`config.mk`:
```
export PLATFORM = sky130hd
export DESIGN_NAME = main_controller
export DESIGN_NICKNAME = d
export VERILOG_FILES = /design/src/rtl/main_controller_pkg.sv /design/src/rtl/main_controller_alu_decoder.sv /design/src/rtl/main_controller.sv
export SDC_FILE = /design/constraint.sdc
export NUM_CORES = 1
export LEC_CHECK = 0
export ABC_AREA = 1
export ABC_CLOCK_PERIOD_IN_PS = 1300
export CORE_MARGIN = 4
export CORE_UTILIZATION = 37
export DETAILED_ROUTE_END_ITERATION = 10
export HOLD_SLACK_MARGIN = 0.12
export PLACE_DENSITY = 0.78
export SYNTH_ARGS = -nofsm -noshare
export SYNTH_HDL_FRONTEND = slang
export SYNTH_SLANG_ARGS = --single-unit
```
`constraint.sdc`:
```
create_clock -name clk -period 1.3 [get_ports clk]
set_input_delay 0.195 -clock clk [delete_from_list [all_inputs] [get_ports clk]]
set_output_delay 0.195 -clock clk [all_outputs]
set_load 0.01 [all_outputs]
```
`src/rtl/main_controller_pkg.sv`:
```
// Shared encodings for the multicycle main controller: state codes, opcode/funct
// fields, ALU operation selects and ALU operand-B selects.
package main_controller_pkg;

  typedef enum logic [3:0] {
    S_FETCH   = 4'd0,
    S_DECODE  = 4'd1,
    S_LBADDR  = 4'd2,
    S_LBRD    = 4'd3,
    S_SBWR    = 4'd5,
    S_RTYPEEX = 4'd6,
    S_ADDIEX  = 4'd7,
    S_BEQEX   = 4'd8,
    S_JEX     = 4'd9,
    S_ILLEGAL = 4'd15
  } state_e;

  localparam logic [5:0] OP_RTYPE = 6'b000000;
  localparam logic [5:0] OP_LB    = 6'b100000;
  localparam logic [5:0] OP_SB    = 6'b101000;
  localparam logic [5:0] OP_ADDI  = 6'b001000;
  localparam logic [5:0] OP_BEQ   = 6'b000100;
  localparam logic [5:0] OP_J     = 6'b000010;

  localparam logic [5:0] FN_ADD = 6'b100000;
  localparam logic [5:0] FN_SUB = 6'b100010;
  localparam logic [5:0] FN_AND = 6'b100100;
  localparam logic [5:0] FN_OR  = 6'b100101;
  localparam logic [5:0] FN_SLT = 6'b101010;

  localparam logic [2:0] ALU_AND = 3'b000;
  localparam logic [2:0] ALU_OR  = 3'b001;
  localparam logic [2:0] ALU_ADD = 3'b010;
  localparam logic [2:0] ALU_SUB = 3'b110;
  localparam logic [2:0] ALU_SLT = 3'b111;

  localparam logic [1:0] SRCB_REG = 2'b00;
  localparam logic [1:0] SRCB_IMM = 2'b10;

  // DECODE dispatch: anything not recognised lands in the absorbing ILLEGAL state.
  function automatic state_e decode_opcode(input logic [5:0] op);
    case (op)
      OP_RTYPE: decode_opcode = S_RTYPEEX;
      OP_LB:    decode_opcode = S_LBADDR;
      OP_SB:    decode_opcode = S_SBWR;
      OP_ADDI:  decode_opcode = S_ADDIEX;
      OP_BEQ:   decode_opcode = S_BEQEX;
      OP_J:     decode_opcode = S_JEX;
      default:  decode_opcode = S_ILLEGAL;
    endcase
  endfunction

endpackage

```
`src/rtl/main_controller_alu_decoder.sv`:
```
// R-type funct to ALU operation decode, with a flag for supported funct codes.
module alu_decoder
  import main_controller_pkg::*;
(
  input  logic [5:0] funct,
  output logic [2:0] alucont,
  output logic       legal
);

  always_comb begin
    alucont = ALU_ADD;
    legal   = 1'b1;
    case (funct)
      FN_ADD:  alucont = ALU_ADD;
      FN_SUB:  alucont = ALU_SUB;
      FN_AND:  alucont = ALU_AND;
      FN_OR:   alucont = ALU_OR;
      FN_SLT:  alucont = ALU_SLT;
      default: legal   = 1'b0;
    endcase
  end

endmodule

```
`src/rtl/main_controller.sv`:
```
// Multicycle main controller FSM: fetch/decode/execute sequencing, memory
// handshake, PC update pulses, per-instruction retire and sticky illegal flag.
module main_controller
  import main_controller_pkg::*;
(
  input  logic       clk,
  input  logic       rst_n,
  input  logic [5:0] opcode,
  input  logic [5:0] funct,
  input  logic       zero,
  input  logic       mem_ack,
  output logic [3:0] state,
  output logic [2:0] alucont,
  output logic       alusrca,
  output logic [1:0] alusrcb,
  output logic       mem_req,
  output logic       iord,
  output logic       ir_write,
  output logic       pc_inc,
  output logic       pc_branch,
  output logic       pc_jump,
  output logic       retire,
  output logic       illegal
);

  state_e     state_q, state_d;
  logic       illegal_q, illegal_d;
  logic [2:0] rtype_alucont;
  logic       funct_legal;

  alu_decoder u_alu_dec (
    .funct   (funct),
    .alucont (rtype_alucont),
    .legal   (funct_legal)
  );

  always_ff @(posedge clk or negedge rst_n) begin
    if (!rst_n) begin
      state_q   <= S_FETCH;
      illegal_q <= 1'b0;
    end else begin
      state_q   <= state_d;
      illegal_q <= illegal_d;
    end
  end

  always_comb begin
    state_d   = state_q;
    alucont   = ALU_ADD;
    alusrca   = 1'b0;
    alusrcb   = SRCB_REG;
    mem_req   = 1'b0;
    iord      = 1'b0;
    ir_write  = 1'b0;
    pc_inc    = 1'b0;
    pc_branch = 1'b0;
    pc_jump   = 1'b0;
    retire    = 1'b0;

    case (state_q)
      S_FETCH: begin
        mem_req = 1'b1;
        if (mem_ack) begin
          ir_write = 1'b1;
          pc_inc   = 1'b1;
          state_d  = S_DECODE;
        end
      end
      S_DECODE: state_d = decode_opcode(opcode);
      S_RTYPEEX: begin
        alusrca = 1'b1;
        alucont = rtype_alucont;
        if (funct_legal) begin
          retire  = 1'b1;
          state_d = S_FETCH;
        end else begin
          state_d = S_ILLEGAL;
        end
      end
      // Loads and stores share address generation and hold it across the wait.
      S_LBADDR, S_SBWR: begin
        alusrca = 1'b1;
        alusrcb = SRCB_IMM;
        mem_req = 1'b1;
        iord    = 1'b1;
        if (mem_ack) begin
          if (state_q == S_SBWR) begin
            retire  = 1'b1;
            state_d = S_FETCH;
          end else begin
            state_d = S_LBRD;
          end
        end
      end
      S_LBRD: begin
        retire  = 1'b1;
        state_d = S_FETCH;
      end
      S_ADDIEX: begin
        alusrca = 1'b1;
        alusrcb = SRCB_IMM;
        retire  = 1'b1;
        state_d = S_FETCH;
      end
      S_BEQEX: begin
        alusrca   = 1'b1;
        alucont   = ALU_SUB;
        pc_branch = zero;
        retire    = 1'b1;
        state_d   = S_FETCH;
      end
      S_JEX: begin
        pc_jump = 1'b1;
        retire  = 1'b1;
        state_d = S_FETCH;
      end
      S_ILLEGAL: state_d = S_ILLEGAL;
      default:   state_d = S_FETCH;
    endcase

    // Reset forces FETCH asynchronously; keep the request and pulses quiet
    // until it releases so an interrupted access is abandoned cleanly.
    if (!rst_n) begin
      mem_req   = 1'b0;
      ir_write  = 1'b0;
      pc_inc    = 1'b0;
      pc_branch = 1'b0;
      pc_jump   = 1'b0;
      retire    = 1'b0;
    end
  end

  assign illegal_d = illegal_q | (state_d == S_ILLEGAL);
  assign state     = state_q;
  assign illegal   = illegal_q;

endmodule

```
# Word level (Yosys, flattened, before mapping)
# Index checks and enable logic that the tools add are counted.
# word_totals
register_bits,5
in_bits,16
out_inout_bits,18
# classes
n_eq_ne,20
n_mux,26
bitwise_logic,1
reduce_logical,8
# op_table
op,count
$eq 6x6->1 const B,7
$pmux 4 s6,1
$pmux 4 s5,1
$eq 4x4->1 const B,4
$mux 1,16
$eq 4x3->1 const B,3
$mux 4,3
$pmux 3 s4,1
$reduce_or 5->1,2
$eq 4x2->1 const B,2
$eq 6x2->1 const B,1
$eq 6x3->1 const B,1
$eq 6x4->1 const B,1
$logic_not 6->1,1
$pmux 3 s2,1
$reduce_or 3->1,2
$eq 4x1->1 const B,1
$logic_not 4->1,1
$mux 2,2
$reduce_or 4->1,1
$pmux 1 s3,1
$reduce_or 2->1,1
$or 1x1->1,1

# Depth between registers and ports, before layout
# Gate-level depths: netlist of the first run.
# logic_depth
ltp_word,7
depth_mapped,11

# Cells and area by module
# A second synthesis of the first run with hierarchy kept.
# unflattened
cells_unflattened,123
area_unflattened_um2,691.9
# modules_own_cells
module,instances,cells_each,area_each_um2,seq_area_each_um2
main_controller,1,95,573.0,125.1
alu_decoder,1,28,118.9,0.0

# Worst setup path after synthesis of the first run
# OpenSTA, ideal clock, no wires.
# synth_path
path_type,register to output
start,register state_q[3] (netlist: state[3])
end,output alucont[0]
arrival_ns,1.179
t_required_ns,1.105
path_slack_ns,-0.074
stages_incl_launch_ff,6
n_path_buf,0
cell_sequence,dfrtp_1 > inv_1 > nand2_1 > nor3_2 > nand3_1 > o22ai_1
# synth_between
elab_chain_len,2
# synth_lines
item,line_no,rtl
from (decl),main_controller.sv:26,"state_e state_q, state_d;"
from (signal assigned),main_controller.sv:42,state_q <= state_d;
$eq 4x4->1 / $eq 4x3->1 (equally long branches),main_controller.sv:60,case (state_q)
$pmux 3 s2 (*),main_controller.sv:60,
to (decl),main_controller.sv:13,"output logic [2:0] alucont,"
# Every way passes the cells marked *; elsewhere a longest branch is shown, timed or not.

# Worst setup path after layout of the first run
# layout_path
start,input funct[5]
end,output alucont[0]
# layout_between
elab_chain_len,3
# layout_lines
item,line_no,rtl
from (decl),main_controller.sv:9,"input logic [5:0] funct,"
$eq 6x6->1,main_controller_alu_decoder.sv:13,case (funct)
$pmux 3 s4 (*),main_controller_alu_decoder.sv:13,
$pmux 3 s2 (*),main_controller.sv:60,
# Marked as above.

==> results of run 1 <==
-- area by class of cell --
class                           instances  area (um2)
Tap cell                               16        20.0
Sequential cell                         5         130
Inverter                               28         105
Multi-Input combinational cell         75         490
Clock buffer                            4        26.3
Fill cell                              79         193
Timing Repair Buffer                   66         542
-- sequential cells by signal, indices dropped and copies added (netlist names) --
| register | cells |
|---|---|
| illegal | 1 |
| state | 4 |
-- cell usage after synthesis (all sizes together) --
cell     n
a31oi    1
buf      2
conb     1
dfrtp    5
inv     28
nand2   25
nand3   15
nand4    2
nor2    18
nor3     3
o211ai   1
o21ai    7
o22ai    2
-- worst max-delay path, cell delays in order --
cell and delay [ns]:
clkdlybuf4s50_1 0.46, inv_1 0.07, nor2_2 0.13, nand4_1 0.18
buf_4 0.19, o22ai_2 0.19, buf_2 0.17
-- power breakdown --
part	total, mW	switching [mW]	internal [mW]
sequential	0.156	0	0.156
clock	0.193	0.0760	0.117
combinational	0.120	0.0556	0.0644
-- placed cells by master, fill, tap and decap left out, drive strengths merged, types with 3 or more instances in the layout --
master,netlist,routed
nand3,15,15
dfrtp,5,5
inv,28,28
clkdlybuf4s50,0,14
buf,2,46
nor2,18,18
nor3,3,3
clkbuf,0,5
o21ai,7,7
nand2,25,25
-- through the flow --
stage / power [mW] / setup WS (ns) / hold WS (ns) / setup TNS, ns / cell area (um2)
2_1_floorplan: 0.188 / -0.0204 / -0.101 / -0.0215 / 598
3_5_place_dp: 0.258 / -0.805 / 0.454 / -7.56 / 1080
6_report: 0.469 / -0.494 / 0.275 / -5.32 / 1310
3_3_place_gp: 0.255 / -0.703 / 0.446 / -6.82 / 1080
4_1_cts: 0.451 / -0.397 / 0.265 / -4.42 / 1160
5_1_grt: 0.485 / -0.587 / 0.292 / -6.77 / 1310
-- cell families (layout without fill, tap and decap cells) --
logic type | after synthesis | count (layout)
simple gates | 63 | 63
buf+inv | 30 | 98
other cells | 1 | 1
compound gates | 11 | 11
flops | 5 | 5
-- worst min-delay path by stage --
| stage | depth (start not counted) | slack (ns) | end | start |
|---|---|---|---|---|
| global route | 2 | 0.29 | state[2]$_DFF_PN0_ | rst_n |
| CTS | 2 | 0.27 | state[2]$_DFF_PN0_ | rst_n |
| floorplan | 0 | -0.10 | illegal$_DFF_PN0_ | rst_n |
| finish | 2 | 0.27 | illegal$_DFF_PN0_ | rst_n |
| detailed placement | 2 | 0.45 | illegal$_DFF_PN0_ | illegal$_DFF_PN0_ |
| global placement | 2 | 0.45 | illegal$_DFF_PN0_ | illegal$_DFF_PN0_ |
-- layer usage --
metal  track usage (%)  share of wire (%)  routed length, um
met5                 0                  0                  0
met4              5.91                4.3                146
met3              3.38                8.2                275
met2              43.8                 54               1820
met1              18.0                 33               1130
-- what timing repair did --
| item | 4_1_cts | 5_1_grt |
|---|---|---|
| hold buffers | 0 | 0 |
| hold endpoints to repair | 0 | 0 |
| pin swaps | 7 | 13 |
| setup endpoints to repair | 22 | 20 |
| gates resized for setup | 63 | 48 |
| setup buffers | 3 | 11 |
==> run_results.csv, run 1 <==
group,metric,value,unit
synth,synth.cell_area,589,um2
synth,syn_avg_cell_area,5.36,um2
setup_path,critPathLaunchType,"input port",
synth,ys_ff_latch,5,
sta,clock_skew,0.0108,ns
sta,setup_viol,17,
drt,drtPass1Iterations,4,
sta,finalHoldViolations,0,
global_routing,antenna_found_initial,0,
setup_path,crit_start,"funct[5]",
drt,routedWlPerCell,17.4,um
setup_path,rr_worst_depth,9,
sta,fin_crit_sh,138,%
synth,synth-seq-area-share,21.2,%
drt,wirelength,3.37,mm
setup_path,rr_endpoint,"state[1]$_DFF_PN0_",
synth,yosys.area_share.simple,47.3,%
power_and_ir_drop,p_leak,0.672,nW
setup_path,crit_path_end_kind,"output port",
setup_path,endpoint,"alucont[0]",
synth,yosysTopAreaCellShare,21.2,%
synth,synth_top_family_by_area,"simple AND/OR/NAND/NOR gates",
setup_path,criticalPathCategory,"in -> out",
synth,yosys.area.top_type,"dfrtp_1",
setup_path,regToRegSetupSlack,-0.18,ns
final_layout,postLayoutCoreUtil,87.2,%
cts,clock_path_buffers,2,
die,start_util,39.1,%
sta,finalWorstSetupSlack,-0.494,ns
drt,vias,1046,
setup_path,required,1.11,ns
power_and_ir_drop,ir_worst_vdd,427,uV
die,die_y,47.9,um
final_layout,syn_to_final_growth,123,%
setup_path,critPathMaxFanout,3,
placed_design,port_buffers,32,
synth,yosys_warnings,0,
status,status,"finished with violations",
die,die_area,0.00230,mm2
global_routing,grt_pass1_vias,819,
cts,cts_sinks,5,
die,fp-row-count,14,
global_routing,grt.total_usage,20.2,%
worst_hold_path,hold_path.class,"in -> async",
synth,syn-num-nets,126,
global_routing,grt_pass1_wl,3.23,mm
placed_design,hpwl,1.71,mm
die,core_area,0.00151,mm2
cts,cts_tree,"built",
sta,max_freq,557,MHz
synth,yosys-mux-area-fraction,0,%
cts,clk_pin_slew,0.05,ns
cts,cts_buffers,3,
cts,root_buffer,"clkbuf_4",
synth,synth_compound_area_share,10.4,%
synth,synthCells,110,
drt,via_per_inst,5.39,
synth,yosysUniqueCellTypes,18,
setup_path,crit_arrival,1.60,ns
final_layout,finalNetCount,195,
drt,antenna_left,0,
placed_design,gp_congestion,0.773,
final_layout,diodes,0,
global_routing,grt_max_degree,8,
final_layout,final_cells,194,
drt,drc_errors,0,
setup_path,r2r-start,"state[3]$_DFF_PN0_",
final_layout,drive_above_1_share,53.4,%
status,violations,"negative setup slack",
sta,min_period,1.79,ns
cts,htreeDepth,1,
sta,slew_viol_final,0,
synth,synthXorXnorAreaFrac,0,%
synth,synthAdderAreaFrac,0,%
power_and_ir_drop,power_density,357,mW/mm2
sta,rsz0062_at_grt,"true",
global_routing,overflow,0,
drt,drtIter0Drc,32,
cts,worstSkewPairLatency,0.25,ns
run,cap_violations,0,
die,ios,34,
die,die_x,47.9,um
placed_design,dp.cells,177,
synth,yosys-top-cells-area,"dfrtp_1 (21%), inv_1 (15%), nand2_1 (15%)",
Power figures use the tool's default switching activity.
==> run 2, diff against run 1 <==
- PLACE_DENSITY: 0.78 -> 0.77
==> run 2 against run 1 <==
Net effect:
- the run still ends with negative setup slack left
- core utilization decreased by 5.1 points
- hold slack got worse by 0.0031 ns
- non-clock buffer count decreased by 5
- clock-buffer cell count unchanged
- flip-flop and latch count unchanged
- largest power group unchanged
- highest routed layer unchanged
==> run_results.csv, run 2 (synthesis gave the netlist of run 1 again) <==
group,metric,value,unit
setup_path,path_delay_family,"flip-flops",
setup_path,regToRegSetupSlack,-0.16,ns
global_routing,grt_max_degree,8,
cts,cts_tree,"built",
drt,vias,945,
run,cap_violations,0,
setup_path,criticalPathCategory,"reg -> out",
die,die_area,0.00230,mm2
status,status,"finished with violations",
setup_path,critPathMaxFanout,4,
drt,routedWlPerCell,13.5,um
cts,worstSkewPairLatency,0.24,ns
setup_path,path_buf_inv,2,
sta,clock_skew,0.00297,ns
sta,slew_viol_final,0,
cts,cts.hold.buffers_added,0,
setup_path,slowest_stage,"dfrtp_2",
setup_path,crit_arrival,1.42,ns
cts,clk_pin_slew,0.05,ns
setup_path,critPathMaxStageDelay,0.44,ns
cts,root_buffer,"clkbuf_4",
setup_path,cp_cell_sequence,"nor2_2, nand3_2, nand2_1, buf_4, clkdlybuf4s15_2",
cts,cts_sinks,5,
die,die_x,47.9,um
sta,rsz0062_at_grt,"true",
global_routing,overflow,0,
status,violations,"negative setup slack",
sta,tns,-3.49,ns
final_layout,final_common_cell,"buf_4",
sta,finalHoldViolations,0,
power_and_ir_drop,power_density,357,mW/mm2
final_layout,syn_to_final_growth,110,%
sta,hold_slack,0.271,ns
placed_design,hpwl,1.70,mm
cts,clock_path_buffers,2,
final_layout,finalNetCount,190,
placed_design,gp_congestion,0.807,
cts,cts_buffers,3,
worst_hold_path,hold_path.class,"in -> async",
die,die_y,47.9,um
drt,wirelength,2.55,mm
final_layout,largest_reg_flops,4,
drt,drc_errors,0,
drt,via_per_inst,5.00,
final_layout,drive_above_1_share,48.0,%
die,ios,34,
die,start_util,39.1,%
drt,drtPass1Iterations,4,
cts,htreeDepth,1,
global_routing,grt_pass1_wl,3.56,mm
setup_path,crit_path_end_kind,"output port",
final_layout,diodes,0,
die,fp-row-count,14,
placed_design,port_buffers,32,
global_routing,antenna_found_initial,0,
power_and_ir_drop,ir_worst_vdd,561,uV
sta,min_period,1.61,ns
sta,max_freq,619,MHz
global_routing,grt_pass1_vias,923,
power_and_ir_drop,p_leak,0.638,nW
setup_path,required,1.11,ns
sta,setup_viol,17,
global_routing,grt.total_usage,21.7,%
sta,finalWorstSetupSlack,-0.314,ns
drt,antenna_left,0,
setup_path,critPathLaunchType,"register",
drt,drtIter0Drc,25,
die,core_area,0.00151,mm2
sta,fin_crit_sh,124,%
final_layout,final_cell_mix,"buf_4 (26), inv_1 (20), nand2_1 (18), clkdlybuf4s50_1 (11)",
## run 2: changes by cell type in the layout (fill, tap and decap cells not counted), sizes merged
cell	change
clkbuf	-1
dlymetal6s2s	-1
buf	-5
clkdlybuf4s15	+1
clkdlybuf4s50	-3
dlygate4sd2	+4
## run 2: final cells by class
type                            count  area [um2]
Timing Repair Buffer               61         495
Multi-Input combinational cell     75         459
Fill cell                         100         269
Sequential cell                     5         129
Inverter                           28         108
Clock buffer                        4        26.3
Tap cell                           16        20.0
## run 2: repair_timing
action / in CTS / in global routing
endpoints found under the hold margin: 0 / 0
setup buffers: 6 / 3
setup endpoints to repair: 22 / 18
pin swaps: 11 / 6
gates resized for setup: 81 / 23
## run 2: metal layers
layer	part of all wire, %	vias to the layer above	wire (um)	GRT usage (%)
li1	-	468	-	-
met1	34	432	876	19.4
met2	56	39	1420	46.7
met3	8.0	6	204	2.63
met4	2.1	0	54	8.06
met5	0	-	0	0
## run 2: worst register-to-register path: cells and delay by family, from the launching register on
family                 cells  cell delay [ns]
buffers and inverters      3             0.37
AND/OR/NAND/NOR            6             0.59
flip-flops                 1             0.44
## run 2: through the flow
step | std cells | utilization (%) | setup slack, ns | total power [mW] | area, um2
after floorplan | 110 | - | -0.0204 | 0.188 | 598
after global placement | 178 | 72.3 | -0.705 | 0.255 | 1090
after detailed placement | 178 | 72.3 | -0.768 | 0.258 | 1090
after CTS | 187 | 78.6 | -0.350 | 0.432 | 1180
after global routing | 189 | 82.1 | -0.408 | 0.456 | 1240
final | 189 | 82.1 | -0.314 | 0.442 | 1240
## run 2: path summary, 6_finish.rpt
path                                    startpoint  cells past startpoint            endpoint
min in group clk                 illegal$_DFF_PN0_                      2   illegal$_DFF_PN0_
worst min register to register   illegal$_DFF_PN0_                      2   illegal$_DFF_PN0_
worst max register to register  state[2]$_DFF_PN0_                      9   illegal$_DFF_PN0_
max in group asynchronous                    rst_n                      2  state[2]$_DFF_PN0_
worst max-delay path            state[2]$_DFF_PN0_                      5                iord
worst min-delay path                         rst_n                      2  state[1]$_DFF_PN0_
## run 2: report_power, final
| group | switching [mW] | leakage (nW) | internal (mW) |
|---|---|---|---|
| Combinational | 0.0480 | 0.580 | 0.0565 |
| Sequential | 0 | 0.0428 | 0.156 |
| Clock | 0.0655 | 0.0150 | 0.116 |
==> run 3, diff against run 2 <==
- ABC_AREA: 1 -> 0
- PLACE_DENSITY: 0.77 -> 0.76
==> run 3 against run 2 <==
Net effect:
- the flow still finishes with violations (negative setup slack)
- via count grew 5.0%
- core utilization grew 3.0 points
- cell count decreased by 11%
- first-iteration DRC count grew 72%
- critical path type unchanged
==> run_results.csv, run 3 <==
group,metric,value,unit
synth,synth_edf_count,0,
final_layout,final_cell_mix,"buf_4 (26), buf_6 (13), clkdlybuf4s50_1 (11), nand2_1 (10)",
drt,vias,992,
worst_hold_path,hold_path.class,"in -> async",
cts,htreeDepth,1,
synth,yosysTopAreaCellShare,20.4,%
power_and_ir_drop,p_leak,0.570,nW
final_layout,final_cells,168,
placed_design,hpwl,1.78,mm
final_layout,final_common_cell,"buf_4",
sta,fin_crit_sh,140,%
final_layout,syn_to_final_growth,114,%
cts,cts_buffers,3,
drt,drtPass1Iterations,4,
synth,yosys.area.top_type,"dfrtp_1",
drt,drc_errors,0,
setup_path,critPathLaunchType,"register",
setup_path,criticalPathCategory,"reg -> out",
synth,synthCells,87,
final_layout,finalNetCount,169,
setup_path,critPathMaxFanout,2,
die,die_area,0.00238,mm2
drt,via_per_inst,5.90,
sta,finalWorstSetupSlack,-0.523,ns
power_and_ir_drop,power_density,357,mW/mm2
die,core_area,0.00154,mm2
die,die_y,48.7,um
global_routing,grt_max_degree,13,
cts,clk_pin_slew,0.05,ns
final_layout,diodes,0,
synth,synth-seq-area-share,20.4,%
synth,yosys_warnings,0,
synth,ys_top_cells_by_count,"nor2_1 (15), nand2_1 (13), a21oi_1 (6), dfrtp_1 (5)",
setup_path,crit_arrival,1.63,ns
die,fp-row-count,14,
sta,min_period,1.82,ns
sta,finalHoldViolations,0,
global_routing,antenna_found_initial,0,
final_layout,drive_above_1_share,56.6,%
synth,syn-num-nets,103,
cts,worstSkewPairLatency,0.24,ns
sta,max_freq,549,MHz
drt,drtIter0Drc,43,
cts,cts_tree,"built",
placed_design,gp_congestion,0.786,
sta,clock_skew,0.00380,ns
final_layout,multi_input_area,551,um2
cts,clock_path_buffers,2,
synth,ys_ff_latch,5,
synth,synth_top_flop_cell,"dfrtp_1",
placed_design,dp_slack,-1.01,ns
sta,tns,-5.28,ns
synth,yosysUniqueCellTypes,37,
sta,setup_viol,19,
setup_path,required,1.11,ns
die,die_x,48.7,um
die,ios,34,
drt,antenna_left,0,
global_routing,grt_pass1_vias,912,
sta,rsz0062_at_grt,"true",
status,status,"finished with violations",
global_routing,grt.total_usage,21.1,%
power_and_ir_drop,ir_worst_vdd,517,uV
placed_design,dp.cells,153,
run,cap_violations,0,
final_layout,postLayoutCoreUtil,85.1,%
setup_path,crit_path_end_kind,"output port",
global_routing,grt_pass1_wl,4.11,mm
synth,synth.cell_area,614,um2
final_layout,seqCellArea,126,um2
synth,yosys-top-cells-area,"dfrtp_1 (20%), nor2_1 (9.2%), nand2_1 (7.9%)",
cts,root_buffer,"clkbuf_4",
cts,cts_sinks,5,
synth,synth.most_common_cell,"nor2_1",
sta,slew_viol_final,0,
final_layout,fill_cells,90,
drt,wirelength,3.11,mm
final_layout,largest_reg_flops,4,
synth,synthArstFlopShare,100,%
status,violations,"negative setup slack",
global_routing,overflow,0,
synth,syn_avg_cell_area,7.06,um2
cts,cts.hold.buffers_added,0,
sta,hold_slack,0.386,ns
placed_design,port_buffers,32,
drt,routedWlPerCell,18.5,um
die,start_util,39.9,%
[run 3: cell types whose count changed after synthesis, sizes merged, moves of 3 or more]
| cell | delta |
|---|---|
| o21ai | -5 |
| nor2b | +3 |
| a21oi | +6 |
| nand2 | -12 |
| inv | -25 |
| buf | +4 |
| nand3 | -14 |
[run 3: worst max-delay path, stage by stage, from the launching register on]
cell,delay [ns]
dfrtp_1,0.44
nor2_4,0.16
nand4_1,0.14
or4b_4,0.51
buf_6,0.14
[run 3: report_power, final]
group / internal (mW) / switching, mW / leakage [nW]
clock network: 0.116 / 0.0673 / 0.0150
registers: 0.156 / 0 / 0.0434
logic: 0.0733 / 0.0556 / 0.512
[run 3: metrics by stage]
stage                     total power, mW  area, um2
after floorplan                     0.188        626
after global placement              0.271       1100
after detailed placement            0.276       1100
after CTS                           0.460       1190
after global routing                0.490       1310
final                               0.468       1310
[run 3: timing repair]
action / CTS / global route
pin swaps: 10 / 6
buffers inserted: 4 / 7
gates resized for setup: 83 / 27
endpoints found under the setup margin: 22 / 20
[run 3: path summary, 6_finish.rpt]
| kind | start | endpoint | slack (ns) | depth (start not counted) |
|---|---|---|---|---|
| setup / recovery | state[0]$_DFF_PN0_ | alucont[1] | -0.52 | 4 |
| hold / removal | rst_n | state[3]$_DFF_PN0_ | 0.39 | 2 |
| setup reg to reg | state[1]$_DFF_PN0_ | state[1]$_DFF_PN0_ | -0.24 | 7 |
| hold reg to reg | illegal$_DFF_PN0_ | illegal$_DFF_PN0_ | 0.51 | 2 |
| max in group asynchronous | rst_n | state[2]$_DFF_PN0_ | 0.79 | 2 |
| min in group clk | illegal$_DFF_PN0_ | illegal$_DFF_PN0_ | 0.51 | 2 |
[run 3: area by class of cell]
type / count / area share [%]
Timing Repair Buffer: 67 / 43.7
Tap cell: 16 / 1.53
Sequential cell: 5 / 9.63
Multi-Input combinational cell: 73 / 41.9
Clock buffer: 4 / 2.00
Inverter: 3 / 1.24
[run 3: per-layer routing]
metal / wire, um / vias up / part of all wire, % / global-route usage, %
li1: - / 434 / - / -
met1: 1080 / 460 / 35 / 20.4
met2: 1590 / 75 / 51 / 43.0
met3: 256 / 23 / 8.2 / 3.37
met4: 188 / 0 / 6.0 / 7.62
met5: 0 / - / 0 / 0
[run 3: cells by family (layout without fill, tap and decap cells)]
family                    count (synthesis)  after routing  synth area share, %
AOI/OAI and AO/OA                        21             21                 23.4
muxes                                     1              1                 2.44
and+or+nand+nor                          49             49                 42.8
other                                     1              1                0.610
xor gates and xnor gates                  1              1                 1.43
DFF                                       5              5                 20.4
buffers and inverters                     9             74                 8.96
